`src/rtl/lsu_pkg.sv`:
```
// Shared types, funct3 encodings and request-fault helpers for the load/store unit.
package lsu_pkg;

  localparam int XLEN       = 64;
  localparam int BYTE_OFF_W = 3;
  localparam int NBYTES     = XLEN / 8;

  typedef enum logic [1:0] {IDLE, ACCESS, WRITE, RESP} lsu_state_e;
  typedef enum logic [1:0] {SZ_B, SZ_H, SZ_W, SZ_D} mem_size_e;

  localparam logic [2:0] F3_LB  = 3'b000;
  localparam logic [2:0] F3_LH  = 3'b001;
  localparam logic [2:0] F3_LW  = 3'b010;
  localparam logic [2:0] F3_LD  = 3'b011;
  localparam logic [2:0] F3_LBU = 3'b100;
  localparam logic [2:0] F3_LHU = 3'b101;
  localparam logic [2:0] F3_LWU = 3'b110;
  localparam logic [2:0] F3_BAD = 3'b111;

  function automatic logic is_misaligned(mem_size_e size, logic [BYTE_OFF_W-1:0] off);
    logic r;
    case (size)
      SZ_B:    r = 1'b0;
      SZ_H:    r = off[0];
      SZ_W:    r = |off[1:0];
      SZ_D:    r = |off;
      default: r = 1'b1;
    endcase
    return r;
  endfunction

  // The unsigned bit has no meaning for stores, so it is treated as an illegal encoding there.
  function automatic logic is_fault(logic we, logic [2:0] funct3, logic [BYTE_OFF_W-1:0] off);
    return (funct3 == F3_BAD) || (we && funct3[2]) || is_misaligned(mem_size_e'(funct3[1:0]), off);
  endfunction

endpackage

```
`src/rtl/lsu_align.sv`:
```
// Byte-lane datapath: load extract with sign/zero extension and store read-modify-write merge.
module lsu_align
  import lsu_pkg::*;
(
  input  mem_size_e              size,
  input  logic                   is_unsigned,
  input  logic [BYTE_OFF_W-1:0]  off,
  input  logic [XLEN-1:0]        rd_word,
  input  logic [XLEN-1:0]        wdata,
  output logic [XLEN-1:0]        load_data,
  output logic [XLEN-1:0]        store_word
);

  logic [XLEN-1:0]   shifted_s;
  logic [XLEN-1:0]   lane_data_s;
  logic [XLEN-1:0]   bit_mask_s;
  logic [NBYTES-1:0] size_mask_s;
  logic [NBYTES-1:0] byte_mask_s;

  // Load path: bring the addressed lane to bit 0, then extend from the size's msb.
  always_comb begin
    shifted_s = rd_word >> {off, 3'b000};
    case (size)
      SZ_B:    load_data = {{(XLEN-8){~is_unsigned & shifted_s[7]}},   shifted_s[7:0]};
      SZ_H:    load_data = {{(XLEN-16){~is_unsigned & shifted_s[15]}}, shifted_s[15:0]};
      SZ_W:    load_data = {{(XLEN-32){~is_unsigned & shifted_s[31]}}, shifted_s[31:0]};
      SZ_D:    load_data = shifted_s;
      default: load_data = shifted_s;
    endcase
  end

  // Store path: replace bytes [off, off+size) of the read word with the low store bytes.
  always_comb begin
    case (size)
      SZ_B:    size_mask_s = 8'h01;
      SZ_H:    size_mask_s = 8'h03;
      SZ_W:    size_mask_s = 8'h0F;
      SZ_D:    size_mask_s = 8'hFF;
      default: size_mask_s = 8'h00;
    endcase
    byte_mask_s = size_mask_s << off;
    lane_data_s = wdata << {off, 3'b000};
    for (int i = 0; i < NBYTES; i++) begin
      bit_mask_s[8*i +: 8] = {8{byte_mask_s[i]}};
    end
    store_word = (rd_word & ~bit_mask_s) | (lane_data_s & bit_mask_s);
  end

endmodule

```
`src/rtl/load_store_unit.sv`:
```
// Data-memory initiator: one outstanding load/store, sub-word access via read-modify-write,
// misaligned requests answered with a fault without touching memory.
module load_store_unit
  import lsu_pkg::*;
(
  input  logic            clk,
  input  logic            rst_n,
  input  logic            req_valid,
  output logic            req_ready,
  input  logic            req_we,
  input  logic [2:0]      req_funct3,
  input  logic [XLEN-1:0] req_addr,
  input  logic [XLEN-1:0] req_wdata,
  output logic            resp_valid,
  input  logic            resp_ready,
  output logic [XLEN-1:0] resp_rdata,
  output logic            resp_fault,
  output logic            mem_we,
  output logic [XLEN-1:0] mem_addr,
  output logic [XLEN-1:0] mem_wdata,
  input  logic [XLEN-1:0] mem_rdata
);

  lsu_state_e            state_r, state_n;
  logic                  lat_we_r, lat_we_n;
  logic [2:0]            lat_f3_r, lat_f3_n;
  logic [BYTE_OFF_W-1:0] lat_off_r, lat_off_n;
  logic [XLEN-1:0]       lat_wdata_r, lat_wdata_n;
  logic                  req_ready_r, resp_valid_r, resp_valid_n, resp_fault_r, resp_fault_n;
  logic                  mem_we_r, mem_we_n;
  logic [XLEN-1:0]       resp_rdata_r, resp_rdata_n;
  logic [XLEN-1:0]       mem_addr_r, mem_addr_n, mem_wdata_r, mem_wdata_n;
  logic [XLEN-1:0]       load_data_s, store_word_s;
  logic                  req_fault_s;

  assign req_fault_s = is_fault(req_we, req_funct3, req_addr[BYTE_OFF_W-1:0]);

  lsu_align u_align (
    .size        (mem_size_e'(lat_f3_r[1:0])),
    .is_unsigned (lat_f3_r[2]),
    .off         (lat_off_r),
    .rd_word     (mem_rdata),
    .wdata       (lat_wdata_r),
    .load_data   (load_data_s),
    .store_word  (store_word_s)
  );

  // Next-state and next-register values for the request FSM.
  always_comb begin
    state_n      = state_r;
    lat_we_n     = lat_we_r;
    lat_f3_n     = lat_f3_r;
    lat_off_n    = lat_off_r;
    lat_wdata_n  = lat_wdata_r;
    resp_valid_n = resp_valid_r;
    resp_fault_n = resp_fault_r;
    resp_rdata_n = resp_rdata_r;
    mem_we_n     = 1'b0;
    mem_addr_n   = mem_addr_r;
    mem_wdata_n  = mem_wdata_r;
    case (state_r)
      IDLE: begin
        if (req_valid) begin
          lat_we_n    = req_we;
          lat_f3_n    = req_funct3;
          lat_off_n   = req_addr[BYTE_OFF_W-1:0];
          lat_wdata_n = req_wdata;
          if (req_fault_s) begin
            resp_valid_n = 1'b1;
            resp_fault_n = 1'b1;
            resp_rdata_n = {XLEN{1'b0}};
            state_n      = RESP;
          end else begin
            mem_addr_n = {req_addr[XLEN-1:BYTE_OFF_W], {BYTE_OFF_W{1'b0}}};
            state_n    = ACCESS;
          end
        end else begin
          state_n = IDLE;
        end
      end
      ACCESS: begin
        if (lat_we_r) begin
          mem_wdata_n = store_word_s;
          mem_we_n    = 1'b1;
          state_n     = WRITE;
        end else begin
          resp_valid_n = 1'b1;
          resp_fault_n = 1'b0;
          resp_rdata_n = load_data_s;
          state_n      = RESP;
        end
      end
      WRITE: begin
        resp_valid_n = 1'b1;
        resp_fault_n = 1'b0;
        resp_rdata_n = {XLEN{1'b0}};
        state_n      = RESP;
      end
      RESP: begin
        if (resp_ready) begin
          resp_valid_n = 1'b0;
          state_n      = IDLE;
        end else begin
          state_n = RESP;
        end
      end
      default: state_n = IDLE;
    endcase
  end

  // State and output registers.
  always_ff @(posedge clk or negedge rst_n) begin
    if (!rst_n) begin
      state_r      <= IDLE;
      lat_we_r     <= 1'b0;
      lat_f3_r     <= 3'b000;
      lat_off_r    <= {BYTE_OFF_W{1'b0}};
      lat_wdata_r  <= {XLEN{1'b0}};
      req_ready_r  <= 1'b1;
      resp_valid_r <= 1'b0;
      resp_fault_r <= 1'b0;
      resp_rdata_r <= {XLEN{1'b0}};
      mem_we_r     <= 1'b0;
      mem_addr_r   <= {XLEN{1'b0}};
      mem_wdata_r  <= {XLEN{1'b0}};
    end else begin
      state_r      <= state_n;
      lat_we_r     <= lat_we_n;
      lat_f3_r     <= lat_f3_n;
      lat_off_r    <= lat_off_n;
      lat_wdata_r  <= lat_wdata_n;
      req_ready_r  <= (state_n == IDLE);
      resp_valid_r <= resp_valid_n;
      resp_fault_r <= resp_fault_n;
      resp_rdata_r <= resp_rdata_n;
      mem_we_r     <= mem_we_n;
      mem_addr_r   <= mem_addr_n;
      mem_wdata_r  <= mem_wdata_n;
    end
  end

  assign req_ready  = req_ready_r;
  assign resp_valid = resp_valid_r;
  assign resp_fault = resp_fault_r;
  assign resp_rdata = resp_rdata_r;
  assign mem_we     = mem_we_r;
  assign mem_addr   = mem_addr_r;
  assign mem_wdata  = mem_wdata_r;

endmodule

```
`config.mk`:
```
export PLATFORM = sky130hd
export DESIGN_NAME = load_store_unit
export DESIGN_NICKNAME = d
export VERILOG_FILES = /design/src/rtl/lsu_pkg.sv /design/src/rtl/lsu_align.sv /design/src/rtl/load_store_unit.sv
export SDC_FILE = /design/constraint.sdc
export NUM_CORES = 1
export LEC_CHECK = 0
export CORE_MARGIN = 1
export CORE_UTILIZATION = 40
export DETAILED_ROUTE_END_ITERATION = 6
export PLACE_DENSITY = 0.69
export REMOVE_ABC_BUFFERS = 1
export SLEW_MARGIN = 0
export SYNTH_ARGS = -nofsm -noshare
export SYNTH_HDL_FRONTEND = slang
export SYNTH_SLANG_ARGS = --single-unit
```
`constraint.sdc`:
```
create_clock -name clk -period 2.7 [get_ports clk]
set_input_delay 0.54 -clock clk [delete_from_list [all_inputs] [get_ports clk]]
set_output_delay 0.54 -clock clk [all_outputs]
set_load 0.005 [all_outputs]
```
==> results.toml <==
[drt]
ant_nets = 0
vias_per_cell = 5.52
drtPass1Iterations = 5
drc_errors = 0
drt-total-wl_um = 48000
drt-wirelength-per-cell_um = 22.0
drtIter0Drc = 829
vias = 12100

[power]
p_sw_uw = 10100
leakagePower_uw = 0.00844
internal_power_uw = 14800
irDropWorstVdd_v = 0.000656
seq_power_share_pct = 29.0
p_clk_share_pct = 16.1
powerDensity_nw_per_um2 = 1280
combPwrFrac_pct = 54.8
swShare_pct = 40.5

[critical_path]
critPathMaxStageDelay_ns = 0.58
path_depth = 8
critPathArrivalTime_ns = 2.88
cp_max_fo = 32
critPathRequiredTime_ns = 3.17
rr_worst_depth = 8
crit_path_end_kind = "register"
startpoint = "lat_off_r[1]$_DFFE_PN0P_"
r2r_setup_slack_ns = 0.29
r2r-end = "resp_rdata[34]$_DFFE_PN0P_"
slowest_stage = "dfrtp_4"
critPathBufInv = 2
path_cells = "or2_1 > buf_4 > o22ai_1 > a31o_2 > a221oi_4 > buf_12 > a21oi_1 > a21o_1"
crit_type = "register to register"
reg2reg_from = "lat_off_r[1]$_DFFE_PN0P_"
crit_family = "compound AO/OA/AOI/OAI gates"
start_kind = "register"

[synth]
synth-edff-count = 0
synth_area_leaders = "dfrtp_1, mux2_2, mux2i_1, nand2_1, o21ai_0"
synth.top_cell.area_share_pct = 47.8
synth_top_cell_by_area = "dfrtp_1"
yosysWarningCount = 0
ys_seq_area_share_pct = 48.0
syn_inst = 1344
ys_seq_elements = 266
syn_avg_cell_area_um2 = 10.3
synth_area_um2 = 13900
synth-main-ff-cell = "dfrtp_1"
ys_types = 51
synth-async-reset-ratio_pct = 100

[sta]
final-setup-viol-count = 0
rsz0062_at_grt = "false"
tns_ns = 0
skew_ns = 0.0126
fin_crit_sh_pct = 89.4
post-route-min-period_ns = 2.41
finalHoldViolCount = 0
relSlewSlack_pct = 16.0
fmax_ghz = 0.414
worstMarginPinSlew_ns = 1.26
final-max-slew-violation-count = 0
setup_slack_ns = 0.286

[floorplanning]
start_util_pct = 41.0
die_x_um = 188
core_um2 = 33900
dieHeight_um = 188
ios = 396
dieArea_um2 = 35500
rows = 67

[layout]
layout_commonest_cell = "clkdlybuf4s50_1"
fin_util_pct = 57.3
drive_above_1_share_pct = 17.8
fin_nets = 1924
n_antenna_cell = 0
syn_to_final_growth_pct = 39.8
mostFrequentLayoutCells = "clkdlybuf4s50_1, dfrtp_1, nand2_1"

[cts]
clkTransAtPathRegs_ns = 0.06
cts_num_sinks = 266
cts_tree = "yes"
clockBufferDepth = 3
cts_inserted_buffers = 31
clock_latency_ns = 0.58
h-tree-depth = 1
cts_root_buf = "clkbuf_16"
post_cts.repair.setup_buffers = 0

[global_route]
first_global_vias = 12300
track_usage_pct = 26.8
antenna_found_initial = 0
grt_max_degree = 120
grt-ovfl-total = 0
grt_pass1_wl_um = 73100

[place]
io_buffers = 392
place_congestion = 0.897
pre_cts_slack_ns = 0.0254
dp.final_hpwl_um = 34600

[hold_path]
hp-class = "register to register"
hold_path_depth = 2
hold-path-endpoint = "mem_wdata[57]$_DFFE_PN0P_"
hp-start = "mem_wdata[57]$_DFFE_PN0P_"

[outcome]
status = "complete, no violations"

[flow_run]
drv_cap = 0
## cell type report
type	instances	area (um2)
tap	448	561
sequential	266	6670
fill	2929	14500
multi-input combinational	963	6690
clock buffer	45	888
timing repair buffer	448	4500
clock inverter	8	68.8
inverter	9	33.8
## power groups by stage
| stage | combinational, uW | sequential [uW] | clock, uW |
|---|---|---|---|
| global placement | 13400 | 7210 | 0 |
| CTS | 13600 | 7240 | 4110 |
| finish | 13700 | 7240 | 4020 |
| detailed placement | 13600 | 7280 | 0 |
| floorplan | 6500 | 7440 | 0 |
| global route | 14700 | 7460 | 4280 |
## cells in the mapped netlist, types with 8 or more instances
master	n
dfrtp_1	265
nor2_1	59
o21ai_1	24
clkbuf_1	61
nand2_1	221
a21oi_1	49
o211ai_1	23
nor2b_1	14
mux2_2	162
buf_2	19
o21a_1	12
a211oi_1	15
nand3_1	10
buf_4	8
a21o_1	24
mux2i_1	118
a21oi_2	17
o221ai_1	9
o21ai_0	134
buf_6	12
## sequential cells by signal (all words and copies together), names as in the netlist
name and flops:
state_r 2, resp_valid 1, lat_we_r 1, mem_addr 61, lat_f3_r 3, lat_wdata_r 64, resp_fault 1, req_ready 1
mem_we 1, resp_rdata 64, mem_wdata 64, lat_off_r 3
## cell families after synthesis
logic type	count (synthesis)	share of synthesized area, %
buf+inv	117	4.28
mux	282	21.9
other cells	1	0.0270
simple gates	323	9.45
flops	266	48.0
compound gates	350	15.9
fa+ha+maj	5	0.451
## routing by layer
| layer | global-route usage, % | vias to the layer above | wire length, um | part of all wire, % |
|---|---|---|---|---|
| met3 | 7.36 | 95 | 4260 | 8.9 |
| li1 | - | 5522 | - | - |
| met2 | 44.7 | 544 | 22800 | 48 |
| met5 | 0 | - | 0 | 0 |
| met1 | 33.3 | 5903 | 19200 | 40 |
| met4 | 9.03 | 0 | 1700 | 3.5 |
## tightest hold or removal path, stage by stage (launching register included)
cell	delay, ns
dfrtp_1	0.34
nand2_1	0.05
o21ai_0	0.06
## per-stage QoR
step | hold WS (ns) | std cells | cell area, um2 | total power, uW
CTS | 0.478 | 2187 | 19400 | 25000
detailed placement | 0.466 | 2133 | 18400 | 20800
floorplan | 0.244 | 1238 | 13300 | 13900
global placement | 0.458 | 2133 | 18400 | 20600
global route | 0.493 | 2187 | 19400 | 26400
finish | 0.478 | 2187 | 19400 | 24900
## worst max-delay path by stage
stage               slack [ns]                         end
floorplan                -3.54   mem_wdata[48]$_DFFE_PN0P_
global placement          0.09    mem_addr[56]$_DFFE_PN0P_
detailed placement        0.03    mem_addr[50]$_DFFE_PN0P_
CTS                       0.34  resp_rdata[33]$_DFFE_PN0P_
global route              0.21   mem_wdata[52]$_DFFE_PN0P_
finish                    0.29  resp_rdata[34]$_DFFE_PN0P_
## timing repair
action	CTS	global route
gates resized for setup	0	0
hold buffers	1	0
endpoints found under the hold margin	66	0
(Power assumes the default switching activity.)
==> RTL edit (same settings) <==
Change the package constant `XLEN` from 64 to 128.
--- a/src/rtl/lsu_pkg.sv
+++ b/src/rtl/lsu_pkg.sv
@@ -2,5 +2,5 @@
 package lsu_pkg;
 
-  localparam int XLEN       = 64;
+  localparam int XLEN       = 128;
   localparam int BYTE_OFF_W = 3;
   localparam int NBYTES     = XLEN / 8;
Ports: changed (6 resized); port bits go from 396 to 780. No check against the original RTL was run, so the function may have changed too.
==> RTL edit against the original RTL <==
Total power rose by 94%; wire length rose by 130%; sequential cell count is 216 higher; die area rose by 85%; sequential share of layout area shrank 1.5 points; worst setup slack got worse by 0.11 ns; synthesized area increased by 87%; design area increased by 89%; global-route usage increased by 6.3 points; maximum frequency shrank 4.4%; clock power increased by 100%; clock skew rose by 0.021 ns.
==> RTL edit: results (changes against the original RTL) <==
| Metric | Value |
|---|---|
| Post-Synth Adder-Cell Area | 0.00280 (was 0.00451) |
| Clock latency at the later pin of the worst-skew pair | 0.63 ns (was 0.58 ns) |
| Mapped Avg Cell Area | 10.6 um2 (was 10.3 um2) |
| Area growth syn-to-layout | 42.0% (was 39.8%) |
| HP Class | primary input to async pin (was flop to flop) |
| Max-slew headroom | 0.187 (was 0.160) |
| Status | finished, final reports clean (unchanged) |
| Post-synthesis mux area share | 0.274 (was 0.219) |
| Synth Area in Compound Gates | 0.123 (was 0.159) |
| Maximum number of pins on one net before global-route repair | 127 (was 120) |
| Routed wire length | 111 mm (was 48.0 mm) |
| Library cells used by synthesis | 57 (was 51) |
| Initial antenna violation count | 15 (was 0) |
| Max Root-Sink Buffers | 3 (unchanged) |
| Leak | 15.8 nW (was 8.44 nW) |
| Drt first pass iters | 6 (was 5) |
| Starting DRT DRC Count | 2034 (was 829) |
| Num CTS Buffers | 55 (was 31) |
| Root buffer cell | clkbuf_16 (unchanged) |
| Clk_skew | 0.0336 ns (was 0.0126 ns) |
| Placed cells | 3936 (was 2133) |
| Detail Placement HPWL | 84.2 mm (was 34.6 mm) |
| Share of cells above drive strength 1 | 0.219 (was 0.178) |
| Largest family of logic cells by synthesized area | multiplexers (unchanged) |
| Worst vdd ir | 0.688 mV (was 0.656 mV) |
| H-tree Lvls | 2 (was 1) |
| Synth warnings | 0 (unchanged) |
| Clock-pin slew on the worst setup and hold paths | 0.06 ns (about the same) |
| Worst path arrival time | 3.01 ns (was 2.88 ns) |
| Post-synthesis async set-or-reset flop share | 1.00 (unchanged) |
| CP peak stage delay | 0.75 ns (was 0.58 ns) |
| Worst slack at placement | -0.0955 ns (was 0.0254 ns) |
| Crit path max fanout | 46 (was 32) |
| Placed inst area | 34800 um2 (was 18400 um2) |
| Sequential area share after synthesis | 0.466 (was 0.480) |
| Gr usage total | 0.331 (was 0.268) |
| Vias in the first global route | 23600 (was 12300) |
| Routability congestion estimate | 0.915 (was 0.897) |
| Main flop type after synthesis | dfrtp_1 (unchanged) |
| Port-buffer cells | 736 (was 392) |
| Via count | 23300 (was 12100) |
| Synth area leaders | dfrtp_1 46%, mux2_2 16%, mux2i_1 9.5% (was dfrtp_1 48%, mux2_2 13%, mux2i_1 8.5%) |
| Xor and xnor area share after synthesis | 0 (unchanged) |
| First-pass GRT wire length | 161 mm (was 73.1 mm) |
| Nets | 3545 (was 1924) |
| Commonest cells in the netlist | 481 x dfrtp_1, 375 x mux2_2, 338 x nand2_1, 245 x mux2i_1, 126 x o21ai_0 (was 265 x dfrtp_1, 221 x nand2_1, 162 x mux2_2, 134 x o21ai_0, 118 x mux2i_1) |
| # fillers | 5431 (was 2929) |
| Fin cells | 4047 (was 2187) |
[RTL edit: cell count changes after synthesis, sizes merged, moves of 46 or more]
cell / delta
mux2: +217
dfrtp: +216
mux2i: +126
nand2: +117
o21ai: +83
nor3: +82
nor2: +62
o22ai: +56
buf: +49
clkbuf: +46
[RTL edit: worst paths after layout]
kind	start	end	slack, ns	cells after the start
worst min register to register	resp_rdata[11]	resp_rdata[11]	0.48	2
max in group asynchronous	rst_n	mem_addr[46]	1.36	3
worst max-delay path	lat_off_r[0]	resp_rdata[91]	0.17	6
worst max register to register	lat_off_r[0]	resp_rdata[91]	0.17	6
min in group clk	resp_rdata[11]	resp_rdata[11]	0.48	2
worst min-delay path	rst_n	mem_wdata[72]	0.44	2
[RTL edit: worst max-delay path, delay by kind of cell (launching register included)]
| kind | cells | cell delay (ns) |
|---|---|---|
| compound gates | 2 | 0.52 |
| simple gates | 1 | 0.08 |
| mux | 2 | 0.65 |
| buf+inv | 1 | 0.33 |
| flops | 1 | 0.75 |
[RTL edit: layer usage]
metal,up-vias,global-route usage,share of wire
li1,10200,-,-
met1,11600,0.400,0.38
met2,1137,0.551,0.48
met3,248,0.0674,0.076
met4,6,0.185,0.060
met5,-,0,0.00031
[RTL edit: final cells by class]
class                   instances  share of cell area
multi-input cells            1733               0.350
flip-flops and latches        482               0.328
repair buffers                860               0.237
clock buffers                  71              0.0421
well taps                     846              0.0288
clock inverters                30              0.0104
inverters                      16             0.00177
diodes                          9            0.000613
[RTL edit: where the power goes]
group          internal (mW)  switching (mW)  leakage, nW
sequential              10.4            2.47         6.02
clock                   4.80            3.24        0.957
combinational           13.1            14.3         8.83
[RTL edit: timing repair]
action                     CTS  global route
gates resized for setup      0             1
hold endpoints to repair    44             0
setup endpoints to repair    0             5
setup buffers                0             0
hold buffers                 1             0
